File: src/rtl/mmio_ctrl_regs.sv
`default_nettype none
// +----------------------------------------------------------------------------+
// | mmio_ctrl_regs: per-channel MMIO control/status register bank and job FSM.  |
// | Revision: 1.0                                                              |
// +----------------------------------------------------------------------------+
module mmio_ctrl_regs #(
  parameter int          NUM_CH     = 2,
  parameter int          ADDR_WIDTH = 64,
  parameter int          SIZE_WIDTH = 32,
  parameter logic [15:0] BASE_ADDR  = 16'h0050,
  parameter logic [15:0] CH_STRIDE  = 16'h0010
) (
  input  logic                           clk,
  input  logic                           rst,
  input  logic                           mmio_wr_en,
  input  logic [15:0]                    mmio_wr_addr,
  input  logic [63:0]                    mmio_wr_data,
  input  logic                           mmio_rd_en,
  input  logic [15:0]                    mmio_rd_addr,
  output logic [63:0]                    mmio_rd_data,
  output logic [NUM_CH*ADDR_WIDTH-1:0]   start_addr,
  output logic [NUM_CH*SIZE_WIDTH-1:0]   size,
  output logic [NUM_CH-1:0]              go,
  output logic [NUM_CH-1:0]              soft_reset,
  output logic [NUM_CH-1:0]              unhalt,
  input  logic [NUM_CH-1:0]              done
);

  localparam logic [1:0] c_IDLE = 2'd0;
  localparam logic [1:0] c_BUSY = 2'd1;
  localparam logic [1:0] c_DONE = 2'd2;

  logic                    w_wr_even;
  logic                    w_rd_even;
  logic [NUM_CH-1:0][63:0] w_rd_ch;
  logic [63:0]             w_rd_mux;
  logic [63:0]             r_rd_data;
  logic                    w_unused_wr_data;

  assign w_wr_even = mmio_wr_en & ~mmio_wr_addr[0];
  assign w_rd_even = ~mmio_rd_addr[0];

  generate
    for (genvar c = 0; c < NUM_CH; c++) begin : g_ch
      localparam logic [15:0] c_CH_BASE = 16'(BASE_ADDR + 16'(c) * CH_STRIDE);

      logic [1:0]            r_state;
      logic [1:0]            w_state_nxt;
      logic                  r_go;
      logic                  r_soft_reset;
      logic                  r_unhalt;
      logic [ADDR_WIDTH-1:0] r_start;
      logic [SIZE_WIDTH-1:0] r_size;
      logic [31:0]           r_cycles;
      logic                  r_done_sticky;
      logic                  r_err_sticky;

      logic w_wr_ctrl, w_wr_start, w_wr_size, w_wr_status;
      logic w_srst, w_go_req, w_size_zero, w_busy;
      logic w_launch, w_zero_job, w_busy_go, w_finish, w_count;
      logic [63:0] w_rd_val;

      assign w_wr_ctrl   = w_wr_even && (mmio_wr_addr == c_CH_BASE);
      assign w_wr_start  = w_wr_even && (mmio_wr_addr == c_CH_BASE + 16'd2);
      assign w_wr_size   = w_wr_even && (mmio_wr_addr == c_CH_BASE + 16'd4);
      assign w_wr_status = w_wr_even && (mmio_wr_addr == c_CH_BASE + 16'd6);

      // A CTRL write updates soft_reset in the same cycle it may request go,
      // so the value being written decides whether the go is honoured.
      assign w_srst      = w_wr_ctrl ? mmio_wr_data[1] : r_soft_reset;
      assign w_go_req    = w_wr_ctrl & mmio_wr_data[0];
      assign w_size_zero = (r_size == '0);
      assign w_busy      = (r_state == c_BUSY);

      always_ff @(posedge clk or posedge rst) begin
        if (rst) begin
          r_state <= c_IDLE;
        end else begin
          r_state <= w_state_nxt;
        end
      end

      always_comb begin
        w_state_nxt = r_state;
        if (w_srst) begin
          w_state_nxt = c_IDLE;
        end else begin
          case (r_state)
            c_IDLE, c_DONE: begin
              if (w_go_req) begin
                w_state_nxt = w_size_zero ? c_DONE : c_BUSY;
              end
            end
            c_BUSY: begin
              if (done[c]) begin
                w_state_nxt = c_DONE;
              end
            end
            default: w_state_nxt = c_IDLE;
          endcase
        end
      end

      always_comb begin
        w_launch   = 1'b0;
        w_zero_job = 1'b0;
        w_busy_go  = 1'b0;
        w_finish   = 1'b0;
        w_count    = 1'b0;
        if (!w_srst) begin
          if (w_busy) begin
            w_count   = 1'b1;
            w_busy_go = w_go_req;
            w_finish  = done[c];
          end else begin
            w_launch   = w_go_req & ~w_size_zero;
            w_zero_job = w_go_req & w_size_zero;
          end
        end
      end

      always_ff @(posedge clk or posedge rst) begin
        if (rst) begin
          r_go          <= 1'b0;
          r_soft_reset  <= 1'b0;
          r_unhalt      <= 1'b0;
          r_start       <= '0;
          r_size        <= '0;
          r_cycles      <= '0;
          r_done_sticky <= 1'b0;
          r_err_sticky  <= 1'b0;
        end else begin
          r_go <= w_launch;
          if (w_wr_ctrl) begin
            r_soft_reset <= mmio_wr_data[1];
            r_unhalt     <= mmio_wr_data[2];
          end
          if (w_wr_start && !w_busy) begin
            r_start <= mmio_wr_data[ADDR_WIDTH-1:0];
          end
          if (w_wr_size && !w_busy) begin
            r_size <= mmio_wr_data[SIZE_WIDTH-1:0];
          end
          if (w_srst || w_launch || w_zero_job) begin
            r_cycles <= '0;
          end else if (w_count && (r_cycles != 32'hFFFF_FFFF)) begin
            r_cycles <= r_cycles + 32'd1;
          end
          // Hardware set takes priority over a software W1C in the same cycle.
          if (w_zero_job || w_finish) begin
            r_done_sticky <= 1'b1;
          end else if (w_launch) begin
            r_done_sticky <= 1'b0;
          end else if (w_wr_status && mmio_wr_data[1]) begin
            r_done_sticky <= 1'b0;
          end
          if (w_busy_go) begin
            r_err_sticky <= 1'b1;
          end else if (w_wr_status && mmio_wr_data[2]) begin
            r_err_sticky <= 1'b0;
          end
        end
      end

      always_comb begin
        w_rd_val = '0;
        if (w_rd_even) begin
          if (mmio_rd_addr == c_CH_BASE) begin
            w_rd_val[2:1] = {r_unhalt, r_soft_reset};
          end else if (mmio_rd_addr == c_CH_BASE + 16'd2) begin
            w_rd_val[ADDR_WIDTH-1:0] = r_start;
          end else if (mmio_rd_addr == c_CH_BASE + 16'd4) begin
            w_rd_val[SIZE_WIDTH-1:0] = r_size;
          end else if (mmio_rd_addr == c_CH_BASE + 16'd6) begin
            w_rd_val[2:0] = {r_err_sticky, r_done_sticky, w_busy};
          end else if (mmio_rd_addr == c_CH_BASE + 16'd8) begin
            w_rd_val[31:0] = r_cycles;
          end
        end
      end

      assign w_rd_ch[c]                                = w_rd_val;
      assign start_addr[c*ADDR_WIDTH +: ADDR_WIDTH]    = r_start;
      assign size[c*SIZE_WIDTH +: SIZE_WIDTH]          = r_size;
      assign go[c]                                     = r_go;
      assign soft_reset[c]                             = r_soft_reset;
      assign unhalt[c]                                 = r_unhalt;
    end
  endgenerate

  // Each channel returns zero unless addressed, so the channel values can be OR-merged.
  always_comb begin
    w_rd_mux = '0;
    for (int c = 0; c < NUM_CH; c++) begin
      w_rd_mux = w_rd_mux | w_rd_ch[c];
    end
  end

  always_ff @(posedge clk or posedge rst) begin
    if (rst) begin
      r_rd_data <= '0;
    end else if (mmio_rd_en) begin
      r_rd_data <= w_rd_mux;
    end
  end

  assign mmio_rd_data     = r_rd_data;
  assign w_unused_wr_data = ^mmio_wr_data;

endmodule
`default_nettype wire

File: config.mk
export PLATFORM = sky130hd
export DESIGN_NAME = mmio_ctrl_regs
export DESIGN_NICKNAME = d
export VERILOG_FILES = /design/src/rtl/mmio_ctrl_regs.sv
export SDC_FILE = /design/constraint.sdc
export NUM_CORES = 1
export LEC_CHECK = 0
export BUFFER_PORTS_ARGS = -buffer_cell sky130_fd_sc_hd__buf_2
export CORE_MARGIN = 2
export CORE_UTILIZATION = 33
export DETAILED_ROUTE_END_ITERATION = 10
export GPL_ROUTABILITY_DRIVEN = 0
export HOLD_SLACK_MARGIN = 0.02
export PLACE_DENSITY_LB_ADDON = 0.05
export REMOVE_ABC_BUFFERS = 1
export SYNTH_ARGS = -nofsm -noshare
export SYNTH_HDL_FRONTEND = slang
export SYNTH_SLANG_ARGS = --single-unit
File: constraint.sdc
create_clock -name clk -period 9.15 [get_ports clk]
set_input_delay 0.4575 -clock clk [delete_from_list [all_inputs] [get_ports clk]]
set_output_delay 0.4575 -clock clk [all_outputs]
set_load 0.01 [all_outputs]
## Yosys cells after proc, flatten, opt, wreduce, memory -nomap -nowiden

Index checks and enable logic that the tools add are counted.

| operators by class | value |
|---|---|
| add/sub/neg operators | 2 |
| equal/unequal tests | 28 |
| muxes and demuxes | 66 |
| bitwise logic cells | 11 |
| reduce and logical (&&, ||, !) cells | 40 |

Operator list:

| kind | number |
|---|---|
| $mux 32 | 12 |
| $eq 16x7->1 const B | 18 |
| $mux 64 | 2 |
| $mux 61 | 2 |
| $add 32x1->32 const B | 2 |
| $logic_not 32->1 | 2 |
| $ne 32x32->1 const B | 2 |
| $or 64x64->64 | 1 |
| $mux 29 | 2 |
| $mux 1 | 34 |
| $mux 2 | 10 |
| $logic_and 1x1->1 | 18 |
| $ne 3x3->1 const B | 4 |
| $pmux 2 s2 | 2 |
| $reduce_bool 2->1 | 4 |
| $and 1x1->1 | 7 |
| $logic_or 1x1->1 | 6 |
| $mux 3 | 2 |
| $reduce_bool 3->1 | 2 |
| $eq 2x1->1 const B | 2 |
| $eq 2x2->1 const B | 2 |
| $logic_not 2->1 | 2 |
| $reduce_and 2->1 | 2 |
| $reduce_or 2->1 | 2 |
| other kinds (2) | 5 |

| word-level totals | value |
|---|---|
| bits in registers | 334 |
| input port bits | 102 |

## Depth between registers and ports, before layout

Gate-level depths: netlist (run 1).

| depth | value |
|---|---|
| word-level depth | 10 |
| depth in mapped cells | 10 |

## Worst setup path before layout (run 1)

OpenSTA, ideal clock, no wires.

| timing | value |
|---|---|
| kind | in2reg |
| start point | input port mmio_wr_addr[7] |
| end point | register g_ch[1].r_cycles[6] |
| library setup time | 0.078 ns |
| arrival time | 2.393 ns |
| required time | 9.072 ns |
| setup slack | 6.679 ns |
| stages on the path | 8 |
| path buffers | 2 |
| cells stage by stage | and4bb_1 > nand3b_1 > or4_1 > buf_2 > and2_4 > buf_6 > or4_1 > a21oi_1 |

| on the way | value |
|---|---|
| cells in the longest elaborated chain, start to end | 9 |

Ends and longest elaborated chain:

| item | RTL line | text |
|---|---|---|
| start: declaration | 16 | `input logic [15:0] mmio_wr_addr,` |
| $eq 16x7->1 * | 63 | `assign w_wr_ctrl = w_wr_even && (mmio_wr_addr == c_CH_BASE);` |
| $logic_and 1x1->1 * | 63 |  |
| $and 1x1->1 | 71 | `assign w_go_req = w_wr_ctrl & mmio_wr_data[0];` |
| $and 1x1->1 | 116 | `w_launch = w_go_req & ~w_size_zero;` |
| $mux 1 | 111 | `if (w_busy) begin` |
| $mux 1 | 110 | `if (!w_srst) begin` |
| $logic_or 1x1->1 (2 in series) | 144 | `if (w_srst \|\| w_launch \|\| w_zero_job) begin` |
| $mux 32 or $reduce_bool 2->1 (tied branches) | - |  |
| end signal: assignment | 147 | `r_cycles <= r_cycles + 32'd1;` |
| end: declaration | 54 | `logic [31:0] r_cycles;` |

Every way passes the cells marked *; elsewhere a longest branch is shown, timed or not.
A chain may end at the register's enable or synchronous reset.

## Worst setup path in the final report (run 1)

| timing | value |
|---|---|
| start point | input port mmio_rd_addr[9] |
| end point | register r_rd_data[2] (netlist: mmio_rd_data[2]) |

| on the way | value |
|---|---|
| cells in the longest elaborated chain, start to end | 8 |

Ends and longest elaborated chain:

| item | RTL line | text |
|---|---|---|
| start: declaration | 19 | `input logic [15:0] mmio_rd_addr,` |
| $eq 16x7->1 | 176 | `end else if (mmio_rd_addr == c_CH_BASE + 16'd8) begin` |
| $mux 32 | 176 |  |
| $mux 3 | 174 | `end else if (mmio_rd_addr == c_CH_BASE + 16'd6) begin` |
| $mux 32 | 172 | `end else if (mmio_rd_addr == c_CH_BASE + 16'd4) begin` |
| $mux 32 | 170 | `end else if (mmio_rd_addr == c_CH_BASE + 16'd2) begin` |
| $mux 2 | 168 | `if (mmio_rd_addr == c_CH_BASE) begin` |
| $mux 64 | 167 | `if (w_rd_even) begin` |
| $or 64x64->64 * | 195 | `w_rd_mux = w_rd_mux \| w_rd_ch[c];` |
| end signal: assignment | 203 | `r_rd_data <= w_rd_mux;` |
| end: declaration | 37 | `logic [63:0] r_rd_data;` |

Marked as above.

==> impl_results.md, run 1 <==
- Routed vias/inst: 5.72
- Final Hold Fails: 0
- Clock power share: 49.6%
- Max stage delay on crit path: 870 ps
- Largest net degree at the start of global routing: 166
- Clk_lat worst skew: 560 ps
- Hold Path Class: input port to asynchronous set/reset pin
- Post-Syn Instances: 1,320
- Number of diodes: 0
- Startpoint Class: input port
- Fraction of layout instances using a drive strength above 1: 38.7%
- CTS Hold Buffers Added: 0
- Setup CP Type: input port to flop
- Synth Flop Type: dfrtp_1
- Crit path time final: 2930 ps
- Postcts setup bufs: 0
- Worst Setup End Kind: flop
- Full die area: 48,800 um^2
- Commonest non-fill, non-tap cell in the layout: buf_2
- Ys Warns: 0
- Ports: 364
- Filler Cells Inserted: 4,595
- Most frequent cells in the layout: buf_2 (363), dfrtp_1 (334), mux2_2 (183)
- Vias: 13,086
- Routed Antenna Nets: 0
- Drt initial violations: 1,004
- Final WS setup: 6220 ps
- Hpwl dp: 39,800 um
- Switching Power: 0.000721 W
- Clock Skew: 18.1 ps
- Die H: 221 um
- Area growth from synthesis to layout: 24.0%
- Post-synthesis sequential area ratio: 53.9%
- Syn avg cell area: 11.8 um^2
- DP Worst Slack: 5700 ps
- Maxcap violations: 0
- Combinational fraction of design power: 3.2%
- Initial antenna violation count: 0
- IO Port Bufs: 363
- Slew @ Worst Pin: 1090 ps
- Clock Pin Slew Worst Setup and Hold Paths: 60 ps
- P_leak: 9.53 nW
- P per Cell Area: 163 nW/um^2
- Peak VDD IR: 0.0984 mV
- Slew headroom: 27.5%
- Critical path fanouts, max: 21
- Arrival @ worst endpoint: 3370 ps
- Switching Share: 23.0%
- Final core occ: 41.4%
- CTS buffer count: 41
- Starting Density: 33.4%
- Clk sinks: 334
- Worst Path Required: 9590 ps
- Gr ovfl total: 0
- Pre-Repair DR Iteration Count: 8
- Post-synth EDFFs: 0
- Post-DP Area: 18,000 um^2
- Slowest CP cell: nor3_2
- # resized after CTS: 0
- Clk root buf: clkbuf_16
- Synth Cell Area: 15,500 um^2
- Internal power: 0.00242 W
- Outcome: finished clean
- Wirelength, routed: 58,400 um
- Core area: 46,500 um^2
- CTS tree: yes
- Global-route wire length before repair: 88,300 um
- Share of power burned in registers: 47.2%
- Final Cell Area: 19,200 um^2
- Setup Total Neg Slack: 0 ps
- DR WL met2: 27,500 um
- GRT Overall Usage: 23.6%
- Final Cycle Share: 32.0%
- Fmax: 341 MHz
- Fin nets: 1,760
- M1 WL: 25,800 um
- Worst path cell trace: buf_2 -> nor4_1 -> nand3b_1 -> nor3_2 -> buf_4 -> nor2b_1 -> a211oi_1 -> a211o_1
- Max Slew Vio Count: 0
- Die width: 221 um
- #FFs+latches synth: 334
- Row cnt: 79
- DRC viols: 0
- Netlist cell types: 60
- CTS Buffer Depth: 3
- Vias in the first global route: 13,276
- Unrepaired setup endpoints after global routing: no
- Top sig layer: met4
- Asr flop ratio synth: 100%
- # setup viols final: 0
- Routed wire per std cell: 25.5 um
- Wire length on met3: 3580 um
- H-Tree Depth: 2
## synthesized netlist by cell type (15+ instances only)
library cell    n  share of area [%]
or3_1          21               0.85
a21oi_1        56                1.8
clkbuf_1       77                1.9
nand4_1        32                1.3
a211o_1        18                1.0
o31ai_1        21                1.0
mux2_2        183                 13
a22oi_1        49                2.4
nor4_1         24               0.97
dfrtp_1       334                 54
nor2_1         46                1.1
mux2i_1        18                1.2
o2bb2ai_1      33                1.9
nor3_1         21               0.68
nand3_1        29               0.94
and3_1         15               0.60
o21ai_0        31                1.0
or4_1          21                1.0
nand2_1        75                1.8
a222oi_1       40                2.6
## sequential cells by signal (all words and copies together), names as in the netlist, 4 cells and up
| signal | count |
|---|---|
| g_ch.r_cycles | 64 |
| g_ch.r_size | 64 |
| g_ch.r_start | 128 |
| g_ch.r_state | 4 |
| mmio_rd_data | 64 |
## cells by family (layout without fill, tap and decap cells)
logic type	Yosys count	in the layout	share of synthesized area, %
adders and majority gates	2	2	0.161
buffers and inverters	106	466	2.84
DFF	334	334	53.9
xor gates and xnor gates	10	10	0.565
muxes	215	215	15.5
AOI/OAI and AO/OA	311	311	14.6
and+or+nand+nor	342	342	12.4
## per-layer routing
| metal | vias up | global-route usage [%] |
|---|---|---|
| met3 | 93 | 4.16 |
| li1 | 5803 | - |
| met1 | 6731 | 32.5 |
| met4 | 0 | 7.56 |
| met5 | - | 0 |
| met2 | 459 | 37.7 |
## power by group through the flow
stage,clock [W],combinational [W],sequential (W)
global route,0.00167,0.000113,0.00148
floorplan,0,0.0000390,0.00151
finish,0.00156,0.000101,0.00148
CTS,0.00161,0.000104,0.00148
detailed placement,0,0.000103,0.00151
global placement,0,0.000103,0.00151
## worst max-delay path, delay by kind of cell
family	cells	cell delay, ps
buf+inv	2	590
compound gates	2	290
simple gates	4	2020
## worst paths after layout
kind | from | to | slack [ps] | depth (start not counted)
worst max-delay path | mmio_rd_addr[9] | mmio_rd_data[2] | 6220 | 8
worst min-delay path | rst | g_ch[0].r_start[40] | 90 | 2
worst max register to register | g_ch[0].r_cycles[0] | g_ch[0].r_cycles[30] | 6280 | 7
worst min register to register | mmio_rd_data[56] | mmio_rd_data[56] | 480 | 1
max in group asynchronous | rst | g_ch[1].r_cycles[8] | 7540 | 3
min in group clk | mmio_wr_data[37] | g_ch[0].r_start[37] | 140 | 2
## layout make-up
class | count | area (um^2) | share of cell area [%]
Sequential cell | 334 | 8360 | 43.4
Multi-Input combinational cell | 880 | 6780 | 35.3
Timing Repair Buffer | 389 | 2020 | 10.5
Clock buffer | 58 | 1170 | 6.08
Tap cell | 607 | 759 | 3.95
Clock inverter | 9 | 98.8 | 0.514
Inverter | 10 | 45.0 | 0.234
## stage by stage
| stage | hold WS, ps | power (W) | cells |
|---|---|---|---|
| 2_1_floorplan | 464 | 0.00155 | 1224 |
| 3_3_place_gp | 463 | 0.00161 | 2220 |
| 3_5_place_dp | 468 | 0.00161 | 2220 |
| 4_1_cts | 94.9 | 0.00320 | 2287 |
| 5_1_grt | 121 | 0.00327 | 2287 |
| 6_report | 89.1 | 0.00314 | 2287 |
Note: power is estimated with default switching activity, not from simulation.
==> inputs of run 2 (changes only) <==
- ABC_AREA: default -> 1
- clock period: 9.15 -> 2.9 ns (I/O delays scaled with it)
==> impl_results.md, run 2 <==
- Outcome: finished clean (unchanged)
- Starting Density: 33.6% (was 33.4%)
- Initial antenna violation count: 0 (unchanged)
- Hold-critical path endpoint: g_ch[0].r_unhalt
- Global-route wire length before repair: 99,100 um (was 88,300 um)
- CTS Hold Buffers Added: 71 (was 0)
- Final Cycle Share: 83.0%
- IO Port Bufs: 363 (unchanged)
- Crit path time final: 2410 ps
- Core area: 51,600 um^2 (was 46,500 um^2)
- Clk root buf: clkbuf_16 (unchanged)
- # resized after CTS: 0 (unchanged)
- Max stage delay on crit path: 570 ps (was 870 ps)
- Synth top cells by count: nand2_1 (676), dfrtp_1 (334), inv_1 (321) (was dfrtp_1 (334), mux2_2 (183), clkbuf_1 (77))
- Largest reg by FF count: g_ch.r_start (unchanged)
- GRT Overall Usage: 23.8% (was 23.6%)
- Area growth from synthesis to layout: 26.5% (was 24.0%)
- Die width: 233 um (was 221 um)
- Synth Cell Area: 17,300 um^2 (was 15,500 um^2)
- Fin nets: 2,816 (was 1,760)
- Syn avg cell area: 7.47 um^2 (was 11.8 um^2)
- DRC viols: 0 (unchanged)
- Worst Setup End Kind: flop (unchanged)
- FF-to-FF End: g_ch[1].r_cycles[7] (was g_ch[0].r_cycles[30])
- Row cnt: 83 (was 79)
- CTS tree: yes (unchanged)
- Top-area cell type share of the netlist area: 48.3% (was 53.9%)
- Final Power: 0.0104 W (was 0.00314 W)
- Peak VDD IR: 0.351 mV (was 0.0984 mV)
- Post-synthesis sequential area ratio: 48.3% (was 53.9%)
- Most frequent cells in the layout: nand2_1 (672), buf_2 (363), dfrtp_1 (334) (was buf_2 (363), dfrtp_1 (334), mux2_2 (183))
- Setup CP Type: input port to flop (unchanged)
- Post-synth EDFFs: 0 (unchanged)
- Worst Path Required: 3340 ps (was 9590 ps)
- Startpoint Class: input port (unchanged)
- Wirelength, routed: 64,400 um (was 58,400 um)
- Clock Skew: 14.5 ps (was 18.1 ps)
- Synth Flop Type: dfrtp_1 (unchanged)
- Routed wire per std cell: 18.8 um (was 25.5 um)
- Vias: 16,477 (was 13,086)
- Routed Antenna Nets: 0 (unchanged)
- Netlist cell types: 35 (was 60)
- Die H: 233 um (was 221 um)
- Clock Pin Slew Worst Setup and Hold Paths: 60 ps (about the same)
- Slew @ Worst Pin: 972 ps (was 1090 ps)
- #FFs+latches synth: 334 (unchanged)
- Postcts setup bufs: 0 (unchanged)
- Slowest CP cell: nor2_4 (was nor3_2)
- R2r startpoint: g_ch[1].r_cycles[0] (was g_ch[0].r_cycles[0])
- Number of diodes: 0 (unchanged)
- Ys Warns: 0 (unchanged)
- Max Slew Vio Count: 0 (unchanged)
- Final WS setup: 493 ps (was 6220 ps)
- Hold Crit Start: mmio_wr_addr[8]
- Drt initial violations: 959 (was 1,004)
- Gr ovfl total: 0 (unchanged)
- Routed vias/inst: 4.81 (was 5.72)
- Arrival @ worst endpoint: 2850 ps (was 3370 ps)
- Full die area: 54,300 um^2 (was 48,800 um^2)
- Fraction of layout instances using a drive strength above 1: 18.5% (was 38.7%)
- Filler Cells Inserted: 5,396 (was 4,595)
- Ports: 364 (unchanged)
- CTS Buffer Depth: 3 (unchanged)
- Worst path cell trace: dlygate4sd3_1 -> buf_2 -> nor3_4 -> nand3_2 -> nand2_1 -> nand2_2 -> nor2_4 -> nand2_4 -> nand2_1 -> o21ai_2 (was buf_2 -> nor4_1 -> nand3b_1 -> nor3_2 -> buf_4 -> nor2b_1 -> a211oi_1 -> a211o_1)
- Clk sinks: 334 (unchanged)
- Fmax: 416 MHz
- H-Tree Depth: 2 (unchanged)
- Setup Total Neg Slack: 0 ps (unchanged)
- # setup viols final: 0 (unchanged)
- Minimum setup slack among reg-to-reg paths: 570 ps (was 6280 ps)
- Clk_lat worst skew: 570 ps (was 560 ps)
- Asr flop ratio synth: 100% (unchanged)
- CTS buffer count: 42 (was 41)
- P per Cell Area: 476 nW/um^2 (was 163 nW/um^2)
- Synth area leaders: dfrtp_1 (48%), nand2_1 (15%), inv_1 (7.0%), o21ai_0 (5.4%), nor2_1 (5.0%) (was dfrtp_1 (54%), mux2_2 (13%), a222oi_1 (2.6%), a22oi_1 (2.4%), clkbuf_1 (1.9%))
- Maxcap violations: 0 (unchanged)
- Cells on worst reg2reg path: 10 (was 7)
- Final hold slack: 98.2 ps (was 89.1 ps)
- Most frequent CP cell: nand2_1
- DP Worst Slack: 308 ps (was 5700 ps)
- Pre-Repair DR Iteration Count: 5 (was 8)
- Hold Path Class: input port to flop (was input port to asynchronous set/reset pin)
- Slew headroom: 35.2% (was 27.5%)
- Most common cell in the netlist: nand2_1 (was dfrtp_1)
- Critical path fanouts, max: 41 (was 21)
- Post-Syn Instances: 2,319 (was 1,320)
- Vias in the first global route: 16,681 (was 13,276)
- Unrepaired setup endpoints after global routing: no (unchanged)
- Largest net degree at the start of global routing: 129 (was 166)
- Hpwl dp: 45,200 um (was 39,800 um)
- Largest register FFs: 128 (unchanged)
- P_leak: 11.1 nW (was 9.53 nW)
- Commonest non-fill, non-tap cell in the layout: nand2_1 (was buf_2)
- WHS Path Cells: 6
- Final Hold Fails: 0 (unchanged)
- Leading area contributor after synthesis: dfrtp_1 (unchanged)
run 2: cell types whose count changed after synthesis, moves of 30 or more:
cell / delta
xor2_1: +43
nor2_1: +183
o2bb2ai_1: -33
a222oi_1: -40
o21ai_0: +156
nand3b_1: +30
inv_1: +311
mux2_2: -183
nand3_1: +93
a22oi_1: -49
a21oi_1: -54
o22ai_1: +46
nand2_1: +601
o21ai_1: +48
run 2: stage by stage:
stage | cells | area (um^2) | util, %
6_report | 3424 | 21900 | 42.5
4_1_cts | 3424 | 21900 | 42.5
5_1_grt | 3424 | 21900 | 42.5
2_1_floorplan | 2204 | 16800 | -
3_5_place_dp | 3277 | 19800 | 38.4
3_3_place_gp | 3277 | 19800 | 38.4
run 2: kinds of logic after synthesis:
family	after synthesis	share of synthesized area [%]
adders and majority gates	2	0.144
AOI/OAI and AO/OA	315	9.91
xor gates and xnor gates	55	2.78
and+or+nand+nor	1175	28.8
DFF	334	48.3
buffers and inverters	438	10.1
run 2: worst max-delay path by stage:
stage / slack, ps / endpoint / start / depth (start not counted)
floorplan: -6500 / g_ch[0].r_cycles[0] / rst / 1
global placement: 400 / g_ch[1].r_cycles[14] / mmio_wr_addr[7] / 11
detailed placement: 310 / g_ch[1].r_cycles[7] / mmio_wr_addr[7] / 11
CTS: 510 / g_ch[1].r_cycles[3] / mmio_wr_addr[2] / 10
global route: 270 / g_ch[1].r_cycles[18] / mmio_wr_addr[2] / 10
finish: 490 / g_ch[1].r_cycles[7] / mmio_wr_addr[2] / 10
run 2: area by class of cell:
type	instances	area, um^2	area share (%)
clock inverter	14	154	0.702
sequential	334	8360	38.1
tap	680	851	3.88
inverter	323	1220	5.57
multi-input combinational	1547	7270	33.2
clock buffer	62	1240	5.65
timing repair buffer	464	2830	12.9
run 2: routing by layer:
layer | global-route usage, % | up-vias | routed length [um]
met5 | 0 | - | 0
met4 | 7.48 | 0 | 1770
met1 | 30.4 | 7914 | 27400
met2 | 40.3 | 368 | 31500
met3 | 4.97 | 91 | 3670
li1 | - | 8104 | -
run 2: report_power, final:
part	leakage [nW]	switching, W	total [W]	internal (W)
combinational	5.83	0.000258	0.000404	0.000147
clock	0.685	0.00214	0.00536	0.00322
sequential	4.59	0.00000193	0.00467	0.00466
total	11.1	0.00240	0.0104	0.00803
run 2: worst max-delay path, delay by kind of cell:
kind                   cells  cell delay (ps)
AOI/OAI and AO/OA          1               70
and+or+nand+nor            7             1940
buffers and inverters      2              680
